==> src/rtl/riscv_fetch_unit_if.sv <==
// rtl/riscv_fetch_unit_if.sv - instruction-memory request/response bus between fetch unit and memory
interface riscv_fetch_unit_if #(
   parameter int XLEN = 32
);
   logic            o_imem_req;
   logic [XLEN-1:0] o_imem_addr;
   logic            i_imem_gnt;
   logic            i_imem_rvalid;
   logic [31:0]     i_imem_rdata;

   modport master (
      output o_imem_req,
      output o_imem_addr,
      input  i_imem_gnt,
      input  i_imem_rvalid,
      input  i_imem_rdata
   );

   modport slave (
      input  o_imem_req,
      input  o_imem_addr,
      output i_imem_gnt,
      output i_imem_rvalid,
      output i_imem_rdata
   );
endinterface

==> src/rtl/riscv_fetch_unit.sv <==
// rtl/riscv_fetch_unit.sv - pipelined fetch stage: PC, credit-limited imem requests, response FIFO, IF/ID register
module riscv_fetch_unit #(
   parameter int              XLEN       = 32,
   parameter logic [XLEN-1:0] RESET_PC   = '0,
   parameter int              FIFO_DEPTH = 2
) (
   input  logic            i_clk,
   input  logic            i_rst,
   input  logic            i_stall_f,
   input  logic            i_stall_d,
   input  logic            i_flush_d,
   input  logic            i_pc_src_e,
   input  logic [XLEN-1:0] i_pc_target_e,
   riscv_fetch_unit_if.master imem,
   output logic [31:0]     o_instr_d,
   output logic [XLEN-1:0] o_pc_d,
   output logic [XLEN-1:0] o_pc_plus4_d,
   output logic            o_valid_d
);
   localparam int          AW      = $clog2(FIFO_DEPTH);
   localparam int          CW      = AW + 1;
   localparam logic [31:0] NOP     = 32'h0000_0013;
   localparam logic [CW:0] DEPTH_W = (CW+1)'(FIFO_DEPTH);

   logic [XLEN-1:0] fetch_pc_q, fetch_pc_d;
   logic [CW-1:0]   outstanding_q, outstanding_d;
   logic [CW-1:0]   drop_cnt_q, drop_cnt_d;
   logic [CW-1:0]   count_q, count_d;
   logic [AW-1:0]   wr_ptr_q, wr_ptr_d, rd_ptr_q, rd_ptr_d;
   logic [AW-1:0]   tag_wr_q, tag_wr_d, tag_rd_q, tag_rd_d;

   logic [31:0]     fifo_instr_q [FIFO_DEPTH];
   logic [XLEN-1:0] fifo_pc_q    [FIFO_DEPTH];
   logic [XLEN-1:0] tag_q        [FIFO_DEPTH];

   logic            ifid_valid_q, ifid_valid_d;
   logic [31:0]     ifid_instr_q, ifid_instr_d;
   logic [XLEN-1:0] ifid_pc_q, ifid_pc_d;
   logic [XLEN-1:0] ifid_pc4_q, ifid_pc4_d;

   logic            req, issue, dropping, push, pop, credit;
   logic [CW:0]     inflight;
   logic            unused_target_lsbs;

   assign unused_target_lsbs = ^i_pc_target_e[1:0];

   assign dropping = (drop_cnt_q != '0);
   assign push     = imem.i_imem_rvalid & ~dropping & ~i_pc_src_e;
   assign pop      = ~i_flush_d & ~i_stall_d & ~i_pc_src_e & (count_q != '0);

   // A slot freed by this cycle's pop may already be promised to a new request.
   assign inflight = {1'b0, outstanding_q} + {1'b0, count_q} - (CW+1)'(pop);
   assign credit   = (inflight < DEPTH_W);
   assign req      = ~i_rst & ~i_stall_f & ~i_pc_src_e & credit;
   assign issue    = req & imem.i_imem_gnt;

   assign imem.o_imem_req  = req;
   assign imem.o_imem_addr = fetch_pc_q;

   always_comb begin
      fetch_pc_d    = fetch_pc_q;
      outstanding_d = outstanding_q + CW'(issue) - CW'(imem.i_imem_rvalid);
      drop_cnt_d    = drop_cnt_q;
      count_d       = count_q;
      wr_ptr_d      = wr_ptr_q;
      rd_ptr_d      = rd_ptr_q;
      tag_wr_d      = tag_wr_q;
      tag_rd_d      = tag_rd_q;

      if (i_pc_src_e) begin
         // Everything still on the bus belongs to the abandoned path.
         fetch_pc_d = {i_pc_target_e[XLEN-1:2], 2'b00};
         drop_cnt_d = outstanding_q - CW'(imem.i_imem_rvalid);
         count_d    = '0;
         wr_ptr_d   = '0;
         rd_ptr_d   = '0;
         tag_wr_d   = '0;
         tag_rd_d   = '0;
      end else begin
         if (issue) begin
            fetch_pc_d = fetch_pc_q + XLEN'(4);
            tag_wr_d   = tag_wr_q + 1'b1;
         end
         if (imem.i_imem_rvalid) begin
            if (dropping) begin
               drop_cnt_d = drop_cnt_q - 1'b1;
            end else begin
               tag_rd_d = tag_rd_q + 1'b1;
            end
         end
         if (push) begin
            wr_ptr_d = wr_ptr_q + 1'b1;
         end
         if (pop) begin
            rd_ptr_d = rd_ptr_q + 1'b1;
         end
         count_d = count_q + CW'(push) - CW'(pop);
      end
   end

   always_comb begin
      ifid_valid_d = ifid_valid_q;
      ifid_instr_d = ifid_instr_q;
      ifid_pc_d    = ifid_pc_q;
      ifid_pc4_d   = ifid_pc4_q;

      if (i_flush_d) begin
         ifid_valid_d = 1'b0;
         ifid_instr_d = NOP;
      end else if (i_stall_d) begin
         ifid_valid_d = ifid_valid_q;
      end else if (pop) begin
         ifid_valid_d = 1'b1;
         ifid_instr_d = fifo_instr_q[rd_ptr_q];
         ifid_pc_d    = fifo_pc_q[rd_ptr_q];
         ifid_pc4_d   = fifo_pc_q[rd_ptr_q] + XLEN'(4);
      end else begin
         ifid_valid_d = 1'b0;
         ifid_instr_d = NOP;
      end
   end

   always_ff @(posedge i_clk or posedge i_rst) begin
      if (i_rst) begin
         fetch_pc_q    <= RESET_PC;
         outstanding_q <= '0;
         drop_cnt_q    <= '0;
         count_q       <= '0;
         wr_ptr_q      <= '0;
         rd_ptr_q      <= '0;
         tag_wr_q      <= '0;
         tag_rd_q      <= '0;
         ifid_valid_q  <= 1'b0;
         ifid_instr_q  <= NOP;
         ifid_pc_q     <= '0;
         ifid_pc4_q    <= '0;
      end else begin
         fetch_pc_q    <= fetch_pc_d;
         outstanding_q <= outstanding_d;
         drop_cnt_q    <= drop_cnt_d;
         count_q       <= count_d;
         wr_ptr_q      <= wr_ptr_d;
         rd_ptr_q      <= rd_ptr_d;
         tag_wr_q      <= tag_wr_d;
         tag_rd_q      <= tag_rd_d;
         ifid_valid_q  <= ifid_valid_d;
         ifid_instr_q  <= ifid_instr_d;
         ifid_pc_q     <= ifid_pc_d;
         ifid_pc4_q    <= ifid_pc4_d;
      end
   end

   // Payload storage needs no reset; occupancy is tracked by the pointers above.
   always_ff @(posedge i_clk) begin
      if (push) begin
         fifo_instr_q[wr_ptr_q] <= imem.i_imem_rdata;
         fifo_pc_q[wr_ptr_q]    <= tag_q[tag_rd_q];
      end
      if (issue) begin
         tag_q[tag_wr_q] <= fetch_pc_q;
      end
   end

   assign o_instr_d    = ifid_instr_q;
   assign o_pc_d       = ifid_pc_q;
   assign o_pc_plus4_d = ifid_pc4_q;
   assign o_valid_d    = ifid_valid_q;

   a_no_overrun: assert property (@(posedge i_clk) disable iff (i_rst)
      !(push && !pop && count_q == CW'(FIFO_DEPTH)));
   a_no_orphan_rsp: assert property (@(posedge i_clk) disable iff (i_rst)
      !(imem.i_imem_rvalid && outstanding_q == '0));
endmodule

==> src/flat_wrapper.sv <==
// flat-port wrapper written by rule: the top's interface ports become plain ports
module riscv_fetch_unit_flat 
#(
   parameter int              XLEN       = 32,
   parameter logic [XLEN-1:0] RESET_PC   = '0,
   parameter int              FIFO_DEPTH = 2
)
  (i_clk, i_rst, i_stall_f, i_stall_d, i_flush_d, i_pc_src_e, i_pc_target_e, o_instr_d, o_pc_d, o_pc_plus4_d, o_valid_d, imem_o_imem_req, imem_o_imem_addr, imem_i_imem_gnt, imem_i_imem_rvalid, imem_i_imem_rdata);
  riscv_fetch_unit_if #(.XLEN(XLEN)) imem_i ();
  input  logic i_clk;
  input  logic i_rst;
  input  logic i_stall_f;
  input  logic i_stall_d;
  input  logic i_flush_d;
  input  logic i_pc_src_e;
  input  logic [XLEN-1:0] i_pc_target_e;
  output logic [31:0] o_instr_d;
  output logic [XLEN-1:0] o_pc_d;
  output logic [XLEN-1:0] o_pc_plus4_d;
  output logic o_valid_d;
  output wire logic [$bits(imem_i.o_imem_req)-1:0] imem_o_imem_req;
  output wire logic [$bits(imem_i.o_imem_addr)-1:0] imem_o_imem_addr;
  input wire logic [$bits(imem_i.i_imem_gnt)-1:0] imem_i_imem_gnt;
  input wire logic [$bits(imem_i.i_imem_rvalid)-1:0] imem_i_imem_rvalid;
  input wire logic [$bits(imem_i.i_imem_rdata)-1:0] imem_i_imem_rdata;
  assign imem_o_imem_req = imem_i.o_imem_req;
  assign imem_o_imem_addr = imem_i.o_imem_addr;
  assign imem_i.i_imem_gnt = imem_i_imem_gnt;
  assign imem_i.i_imem_rvalid = imem_i_imem_rvalid;
  assign imem_i.i_imem_rdata = imem_i_imem_rdata;
  riscv_fetch_unit #(.XLEN(XLEN), .RESET_PC(RESET_PC), .FIFO_DEPTH(FIFO_DEPTH)) u_core (.i_clk(i_clk), .i_rst(i_rst), .i_stall_f(i_stall_f), .i_stall_d(i_stall_d), .i_flush_d(i_flush_d), .i_pc_src_e(i_pc_src_e), .i_pc_target_e(i_pc_target_e), .imem(imem_i), .o_instr_d(o_instr_d), .o_pc_d(o_pc_d), .o_pc_plus4_d(o_pc_plus4_d), .o_valid_d(o_valid_d));
endmodule
==> config.mk <==
export PLATFORM = sky130hd
export DESIGN_NAME = riscv_fetch_unit_flat
export DESIGN_NICKNAME = d
export VERILOG_FILES = /design/src/rtl/riscv_fetch_unit_if.sv /design/src/rtl/riscv_fetch_unit.sv /design/src/flat_wrapper.sv
export SDC_FILE = /design/constraint.sdc
export NUM_CORES = 1
export LEC_CHECK = 0
export ABC_AREA = 1
export CORE_MARGIN = 2
export CORE_UTILIZATION = 45
export CTS_CLUSTER_DIAMETER = 150
export DETAILED_ROUTE_END_ITERATION = 10
export GPL_TIMING_DRIVEN = 0
export MAX_ROUTING_LAYER = met4
export PLACE_DENSITY = 0.67
export SYNTH_ARGS = -nofsm -noshare
export SYNTH_HDL_FRONTEND = slang
export SYNTH_SLANG_ARGS = --single-unit
==> constraint.sdc <==
create_clock -name i_clk -period 11.7 [get_ports i_clk]
set_input_delay 3.51 -clock i_clk [delete_from_list [all_inputs] [get_ports i_clk]]
set_output_delay 3.51 -clock i_clk [all_outputs]
set_load 0.005 [all_outputs]
==> impl_metrics.toml <==
[floorplanning]
row_count = 63
die_y_um = 177
fp.coreArea_um2 = 29600
die-area_um2 = 31400
start_util = 0.457
ios = 202
die_width_um = 177

[hold_path]
hp-class = "register to register"

[critical_path]
crit_path_start_kind = "primary input"
critPathRequiredTime_ns = 8.19
worstPathArrival_ns = 7.00
critPathMaxFanout = 10
crit_path_end_kind = "primary output"
crit_type = "primary input to primary output"

[synthesis]
ys_types = 45
synthCells = 1329
ys_seq_area_frac = 0.656
synth_ff_type = "edfxtp_1"
synth-seq-cells = 317
syn_area_um2 = 13500
synth_warnings = 0
synth_edf_count = 184
syn_area_per_cell_um2 = 10.2
async_flop_share = 0.420

[routing]
drt_iter0_drc = 839
drc_errors = 0
vias = 9880
detail_route.wl_per_cell_um = 16.6
drtPass1Iterations = 7
detail-route-antenna-nets = 0
routed_via_density = 4.98
totalWireLength_um = 32900

[placement]
place_congestion = 0.898
hpwlAfterDp_um = 23200
placedInstanceArea_um2 = 16100
pre_cts_ws_ns = 1.11
port_buffers = 193

[final_layout]
syn_to_final_growth_pct = 27.4
fin_nets = 1648
design_area_um2 = 17200
drive_gt1_frac = 0.0834
fin_util = 0.582
final_common_cell = "nand2_1"
diodes = 0
layout_common_cells = "472 x nand2_1, 193 x clkdlybuf4s50_1, 184 x edfxtp_1"

[grt]
grt_antenna_before_repair = 0
grt_pass1_vias = 9496
grt_usage = 0.220
grt_pass1_wl_um = 51900
grt_max_degree = 70
overflow = 0

[outcome]
status = "completed"

[timing]
fin_ws_ns = 1.19
finClkSkew_ns = 0.0149
rsz0062_at_grt = "no"
min_period_ns = 10.51
final_max_slew_viol_count = 0
maxSlewHeadroom = 0.404
setup_viol = 0
fmax_mhz = 95.2
final-hold-violation-count = 0
period_share = 0.898
worst_pin_slew_ns = 0.892

[cts]
hold_buffers = 0
clock_path_buffers = 3
cts_tree = "done"
postCtsSetupBuffers = 0
clock-sinks = 317
cts-root-buf = "clkbuf_16"
clk_pin_slew_ns = 0.06
htree_num_levels = 2
clock_latency_ns = 0.52
post_cts_resized = 0
numCtsBuffers = 34

[job]
drv_cap = 0

[power]
p_leak_nw = 7.04
pwr_density_cell_nw_per_um2 = 183
vdd_drop_max_uv = 103
## power breakdown
| group | total (mW) | internal, mW | switching (mW) |
|---|---|---|---|
| Combinational | 0.625 | 0.323 | 0.303 |
| Sequential | 1.47 | 1.36 | 0.108 |
| Clock | 1.05 | 0.608 | 0.438 |
| Total | 3.14 | 2.29 | 0.849 |
## flip-flops by register name, summed over array words and instances, names as in the netlist, 2 cells and up
signal                   flops
u_core.count_q               2
u_core.drop_cnt_q            2
u_core.fifo_instr_q         64
u_core.fifo_pc_q            60
u_core.imem.o_imem_addr     30
u_core.o_instr_d            32
u_core.o_pc_d               30
u_core.o_pc_plus4_d         30
u_core.outstanding_q         2
u_core.tag_q                60
## worst max-delay path, stage by stage
cell             delay [ns]
clkdlybuf4s50_1        0.41
nor2_1                 0.23
o21ai_1                0.16
nor2_2                 0.36
inv_2                  0.09
buf_2                  0.24
clkbuf_1               0.37
nand2_1                0.15
nand3_1                0.09
fa_1                   0.49
nand2_1                0.06
nor3_2                 0.19
nand2_1                0.08
inv_1                  0.05
clkdlybuf4s50_1        0.51
## cell families after synthesis
logic type / count (synthesis) / share of synthesized area
and+or+nand+nor: 737 / 0.224
DFF: 317 / 0.656
buffers and inverters: 136 / 0.0441
AOI/OAI and AO/OA: 99 / 0.0473
xor gates and xnor gates: 31 / 0.0201
adders and majority gates: 8 / 0.00797
other: 1 / 0.000278
## worst paths after layout
kind	start	to	slack (ns)	cells after the start
max	i_stall_d	imem_o_imem_req	1.19	15
min	u_core.o_pc_d[15]	u_core.o_pc_d[15]	0.47	2
max reg2reg	u_core.count_q[1]	u_core.tag_q[1][20]	7.23	12
min reg2reg	u_core.o_pc_d[15]	u_core.o_pc_d[15]	0.47	2
max in group asynchronous	i_rst	u_core.imem.o_imem_addr[29]	7.42	3
min in group asynchronous	i_rst	u_core.o_pc_d[8]	3.46	2
## final cells by class
cell class	instances	area, um^2
sequential	317	8860
tap	390	488
inverter	83	322
timing repair buffer	198	2050
multi-input combinational	881	4100
clock inverter	21	183
clock buffer	41	917
fill	2536	12400
buffer	53	279
## synth_stat cells (7+ instances only)
cell type	instances	share of area
a21oi_1	13	0.0048
buf_2	10	0.0037
buf_4	7	0.0039
clkbuf_1	26	0.0072
dfrtp_1	130	0.24
edfxtp_1	184	0.41
ha_1	7	0.0065
inv_1	79	0.022
nand2_1	472	0.13
nand2_2	22	0.010
nand3_1	61	0.023
nand4_1	8	0.0037
nor2_1	137	0.038
nor2_2	14	0.0065
nor3_1	11	0.0041
o211ai_1	18	0.010
o21ai_0	26	0.0096
o31ai_1	29	0.016
xor2_1	25	0.016
## metal layers
metal,global-route usage,up-vias,routed length (um)
li1,-,4850,-
met1,0.303,4652,15000
met2,0.340,315,15200
met3,0.0322,63,1850
met4,0.0682,0,845
met5,-,-,0
## through the flow
| stage | hold WS [ns] | instances | total power, mW | setup TNS, ns |
|---|---|---|---|---|
| 2_1_floorplan | 0.464 | 1334 | 1.75 | 0 |
| 3_3_place_gp | 0.455 | 1917 | 2.09 | -1.14 |
| 3_5_place_dp | 0.459 | 1922 | 2.12 | 0 |
| 4_1_cts | 0.474 | 1984 | 3.16 | 0 |
| 5_1_grt | 0.493 | 1984 | 3.30 | 0 |
| 6_report | 0.467 | 1984 | 3.14 | 0 |
Power figures use the tool's default switching activity.
